===== src/rtl/fifo_wr_ctrl.sv =====
// -----------------------------------------------------------------------------
// fifo_wr_ctrl
// Write-side pointer and flag controller for the asynchronous Ethernet FIFO.
// Keeps the binary write pointer, publishes its Gray-coded form to the read
// domain, and brings the read domain's Gray pointer into this clock domain
// through a two-flop synchroniser. Full, almost-full, overflow and the fill
// level are all derived from that synchronised read pointer.
//
// Ports:
//   i_clk          write-domain clock (rising edge)
//   i_reset        asynchronous, active-high reset
//   i_wr_en        write request from the upstream MAC receive path
//   i_rd_ptr_gray  Gray read pointer from the read clock domain (async)
//   o_wr_addr      write address to the FIFO memory (registered)
//   o_wr_ptr_gray  registered Gray write pointer for the read domain
//   o_full         FIFO full; also gates the memory write
//   o_almost_full  fill level >= ALMOST_FULL_THRESH
//   o_overflow     one-cycle pulse for a write requested while full
//   o_wr_level     write-side fill level, 0..MEM_DEPTH
// -----------------------------------------------------------------------------
module fifo_wr_ctrl #(
    parameter int MEM_DEPTH          = 64,
    parameter int ADDR_BITS          = $clog2(MEM_DEPTH),
    parameter int ALMOST_FULL_THRESH = MEM_DEPTH - 4
) (
    input  logic                 i_clk,
    input  logic                 i_reset,
    input  logic                 i_wr_en,
    input  logic [ADDR_BITS:0]   i_rd_ptr_gray,
    output logic [ADDR_BITS-1:0] o_wr_addr,
    output logic [ADDR_BITS:0]   o_wr_ptr_gray,
    output logic                 o_full,
    output logic                 o_almost_full,
    output logic                 o_overflow,
    output logic [ADDR_BITS:0]   o_wr_level
);

    localparam int PW = ADDR_BITS + 1;
    localparam logic [ADDR_BITS:0] AF_THRESH = PW'(ALMOST_FULL_THRESH);

    // Registered state
    logic [ADDR_BITS:0] wr_bin_q,  wr_bin_d;
    logic [ADDR_BITS:0] wr_gray_q, wr_gray_d;
    logic               full_q,    full_d;
    logic               almost_full_q, almost_full_d;
    logic               overflow_q, overflow_d;
    logic [ADDR_BITS:0] wr_level_q, wr_level_d;
    logic [ADDR_BITS:0] sync1_q,   sync1_d;
    logic [ADDR_BITS:0] sync2_q,   sync2_d;

    // Combinational helpers
    logic               wr_accept;
    logic [ADDR_BITS:0] rd_bin_sync;
    logic [ADDR_BITS:0] full_gray_match;

    // Gray-to-binary of the synchronised read pointer: each binary bit is the
    // XOR of all Gray bits at and above it.
    generate
        for (genvar gi = 0; gi <= ADDR_BITS; gi++) begin : g_gray2bin
            assign rd_bin_sync[gi] = ^sync2_q[ADDR_BITS:gi];
        end
    endgenerate

    // The FIFO is full when the write pointer is exactly one lap ahead of the
    // read pointer. In Gray code that means the top two bits are inverted and
    // the remaining bits are equal.
    assign full_gray_match = {~sync2_q[ADDR_BITS:ADDR_BITS-1], sync2_q[ADDR_BITS-2:0]};

    always_comb begin
        wr_accept     = i_wr_en && !full_q;
        wr_bin_d      = wr_accept ? (wr_bin_q + PW'(1)) : wr_bin_q;
        wr_gray_d     = wr_bin_d ^ (wr_bin_d >> 1);
        // Two back-to-back flops with no logic between them.
        sync1_d       = i_rd_ptr_gray;
        sync2_d       = sync1_q;
        // Flags look at the pointer after this cycle's write so that full rises
        // on the same edge that accepts the last free slot. The read pointer is
        // the stale synchronised one, which can only over-report occupancy.
        full_d        = (wr_gray_d == full_gray_match);
        wr_level_d    = wr_bin_d - rd_bin_sync;
        almost_full_d = (wr_level_d >= AF_THRESH);
        // A request while full is dropped and reported here instead.
        overflow_d    = i_wr_en && full_q;
    end

    always_ff @(posedge i_clk or posedge i_reset) begin
        if (i_reset) begin
            wr_bin_q      <= '0;
            wr_gray_q     <= '0;
            full_q        <= 1'b0;
            almost_full_q <= 1'b0;
            overflow_q    <= 1'b0;
            wr_level_q    <= '0;
            sync1_q       <= '0;
            sync2_q       <= '0;
        end else begin
            wr_bin_q      <= wr_bin_d;
            wr_gray_q     <= wr_gray_d;
            full_q        <= full_d;
            almost_full_q <= almost_full_d;
            overflow_q    <= overflow_d;
            wr_level_q    <= wr_level_d;
            sync1_q       <= sync1_d;
            sync2_q       <= sync2_d;
        end
    end

    // Outputs come straight from flops; no combinational path from i_wr_en.
    assign o_wr_addr     = wr_bin_q[ADDR_BITS-1:0];
    assign o_wr_ptr_gray = wr_gray_q;
    assign o_full        = full_q;
    assign o_almost_full = almost_full_q;
    assign o_overflow    = overflow_q;
    assign o_wr_level    = wr_level_q;

endmodule


===== config.mk =====
export PLATFORM = sky130hd
export DESIGN_NAME = fifo_wr_ctrl
export DESIGN_NICKNAME = d
export VERILOG_FILES = /design/src/rtl/fifo_wr_ctrl.sv
export SDC_FILE = /design/constraint.sdc
export NUM_CORES = 1
export LEC_CHECK = 0
export BUFFER_PORTS_ARGS = -buffer_cell sky130_fd_sc_hd__buf_2
export CAP_MARGIN = 20
export CELL_PAD_IN_SITES_DETAIL_PLACEMENT = 0
export CELL_PAD_IN_SITES_GLOBAL_PLACEMENT = 1
export CORE_MARGIN = 3
export CORE_UTILIZATION = 43
export CTS_CLUSTER_SIZE = 14
export DETAILED_ROUTE_END_ITERATION = 10
export PLACE_DENSITY_LB_ADDON = 0.1
export SLEW_MARGIN = 20
export SYNTH_ARGS = -nofsm -noshare
export SYNTH_HDL_FRONTEND = slang
export SYNTH_SLANG_ARGS = --single-unit

===== constraint.sdc =====
create_clock -name i_clk -period 3.9 [get_ports i_clk]
set_input_delay 0.78 -clock i_clk [delete_from_list [all_inputs] [get_ports i_clk]]
set_output_delay 0.78 -clock i_clk [all_outputs]
set_load 0.02 [all_outputs]

==> results_dict.tcl <==
set metrics [dict create \
    ir_drop_mv 0.3938 \
    dieArea_um2 4847 \
    wirelength_mm 3.004 \
    grt_pass1_vias 1167 \
    p_int_w 0.001068 \
    grt_setup_unrepaired "no" \
    cts.sinks 37 \
    synthCells 137 \
    final_nets 193 \
    grt_overflow 0 \
    cellLeakagePower_nw 0.9759 \
    synthFlopType "dfrtp_1" \
    synth_most_common_cell "dfrtp_1" \
    p_per_area_nw_per_um2 913.8 \
    gp_congestion 0.7803 \
    initial_core_util_pct 46.15 \
    p_seq_share_pct 31.6 \
    n_antenna_cell 0 \
    cts_buffer_depth 2 \
    vias 1107 \
    p_sw_w 0.0008072 \
    drive_above_1_share_pct 28.25 \
    finalSetupTns_ns 0 \
    hold_viol 0 \
    clock.fmax_mhz 319.5 \
    pin_count 33 \
    end_kind "flop" \
    vias_per_cell 4.920 \
    area_growth_pct 17.90 \
    synth_cell_types 38 \
    setup_viol 0 \
    syn_avg_cell_area_um2 12.70 \
    syn_nets 154 \
    regArea_um2 925.9 \
    tightestPinTransition_ns 0.5351 \
    cts_root_buf "clkbuf_8" \
    crit_type "primary input to flop" \
    grtUsageTotal_pct 14.15 \
    drc 0 \
    die_w_um 69.62 \
    path_max_fanout 8 \
    wl_per_cell_um 13.35 \
    fin_skew_ns 0.005920 \
    synth_area_leaders "dfrtp_1, xnor2_1, xor2_1" \
    fin_crit_sh_pct 80.24 \
    multi_input_area_um2 752.0 \
    arrival_ns 3.30 \
    worstHoldPathType "flop to flop" \
    fp-row-count 22 \
    grt_max_degree 38 \
    pre_cts_ws_ns 0.4908 \
    grt_pass1_wl_mm 5.347 \
    ys_ff_latch 37 \
    ant_nets 0 \
    path_clk_slew_ns 0.07 \
    final_cells 225 \
    total_power_w 0.001875 \
    cts-resized-gates 0 \
    synth_async_sr_flop_share_pct 100.0 \
    crit_required_ns 4.07 \
    coreArea_um2 3771 \
    firstDrtPassIters 4 \
    antenna_found_initial 0 \
    fillCellCount 340 \
    cts_made_buffers 5 \
    drv_cap 0 \
    htreeDepth 2 \
    cts-hold-fix-buffers 0 \
    p_clk_share_pct 13.5 \
    hpwl_mm 2.322 \
    cts_tree "built" \
    slew_headroom_pct 63.95 \
    status "finished clean" \
    dp_cells 217 \
    yosysWarnings 0 \
    synth_top_area_share_pct 53.20 \
    drt-initial-drc-count 54 \
    period_minus_slack_ns 3.130 \
    synth_common_cells "dfrtp_1, xnor2_1, inv_1, xor2_1, nand3_1" \
    port-buffer-count 32 \
    report.final.slew_viol_count 0 \
    postCtsSetupRepairBufs 0 \
    yosysTopAreaCell "dfrtp_1" \
    die_y_um 69.62 \
    startpoint_type "primary input" \
    yosysSeqAreaShare_pct 53.20 \
    clkLatencyLatePin_ns 0.28 \
    combPwrFrac_pct 54.9 \
    synth-edff-count 0 \
    syn-cell-area_um2 1740 \
    setup_ws_ns 0.7704 \
    p_sw_share_pct 43.05 \
]
==> flip-flops by register name (all words and copies together) (netlist names) <==
| signal | flops |
|---|---|
| o_full | 1 |
| sync1_q | 7 |
| sync2_q | 7 |
| wr_bin_q | 7 |
| o_wr_ptr_gray | 6 |
| o_almost_full | 1 |
| o_wr_level | 7 |
| o_overflow | 1 |
==> per-stage QoR <==
step | instance area [µm²] | utilization [%] | hold slack (ns)
CTS | 2052 | 54.41 | 0.3544
global placement | 1966 | 52.12 | 0.3321
detailed placement | 1966 | 52.12 | 0.3373
floorplan | 1740 | - | 0.3312
finish | 2052 | 54.41 | 0.3516
global route | 2052 | 54.41 | 0.3691
==> layout make-up <==
cell class / instances / share of cell area, %
Sequential cell: 37 / 45.12
Tap cell: 48 / 2.927
Clock buffer: 5 / 3.354
Clock inverter: 3 / 0.8537
Multi-Input combinational cell: 84 / 36.65
Timing Repair Buffer: 34 / 8.537
Inverter: 14 / 2.561
==> power groups by stage <==
stage                     Sequential, W  Combinational, W  Clock, W
after floorplan                0.000737          0.000645         0
after global placement         0.000600           0.00103         0
after detailed placement       0.000600           0.00104         0
after CTS                      0.000595           0.00105  0.000265
after global routing           0.000612           0.00115  0.000280
final                          0.000593           0.00103  0.000252
==> worst max-delay path: stages <==
cell	delay (ns)
buf_2	0.10
nor2b_1	0.13
buf_4	0.15
and4_1	0.33
nand3_1	0.16
xnor2_1	0.34
inv_1	0.11
ha_1	0.23
or4_1	0.54
o2111ai_1	0.13
nor3_2	0.07
a41o_1	0.21
==> routing by layer <==
metal / routed length [µm] / up-vias / global-route usage [%]
li1: - / 539 / -
met1: 1330 / 532 / 17.93
met2: 1441 / 31 / 22.46
met3: 194 / 5 / 4.783
met4: 37 / 0 / 5.319
met5: 0 / - / 0
==> placed cells by master (no fill, tap or decap), types with 2 or more instances in the layout <==
cell       n
clkinv_2   2
buf_2     32
a21o_1     2
xnor2_1   24
a21oi_1    2
nand3_1    7
inv_1     13
clkbuf_8   5
ha_1       6
xor2_1     9
buf_4      2
nand2_1    3
dfrtp_1   37
nand4_1    2
mux2i_1    2
o21ai_0    4
==> cells by family (layout without fill, tap and decap cells) <==
| group | count (synthesis) | count (layout) | synth area share [%] |
|---|---|---|---|
| compound gates | 16 | 16 | 7.476 |
| buf+inv | 16 | 56 | 3.594 |
| xor+xnor | 37 | 37 | 21.71 |
| mux | 2 | 2 | 1.150 |
| fa+ha+maj | 7 | 7 | 5.464 |
| simple gates | 22 | 22 | 7.405 |
| flops | 37 | 37 | 53.20 |
==> path summary, 6_finish.rpt <==
check	from	end	slack, ns	depth (start not counted)
max in group asynchronous	i_reset	wr_bin_q[2]	3.00	3
max reg2reg	sync2_q[6]	o_almost_full	0.93	10
min in group asynchronous	i_reset	sync1_q[1]	0.59	3
max	i_wr_en	o_almost_full	0.77	12
min reg2reg	sync1_q[2]	sync2_q[2]	0.35	0
min	sync1_q[2]	sync2_q[2]	0.35	0
No activity file was read; power rests on OpenSTA's default activity.
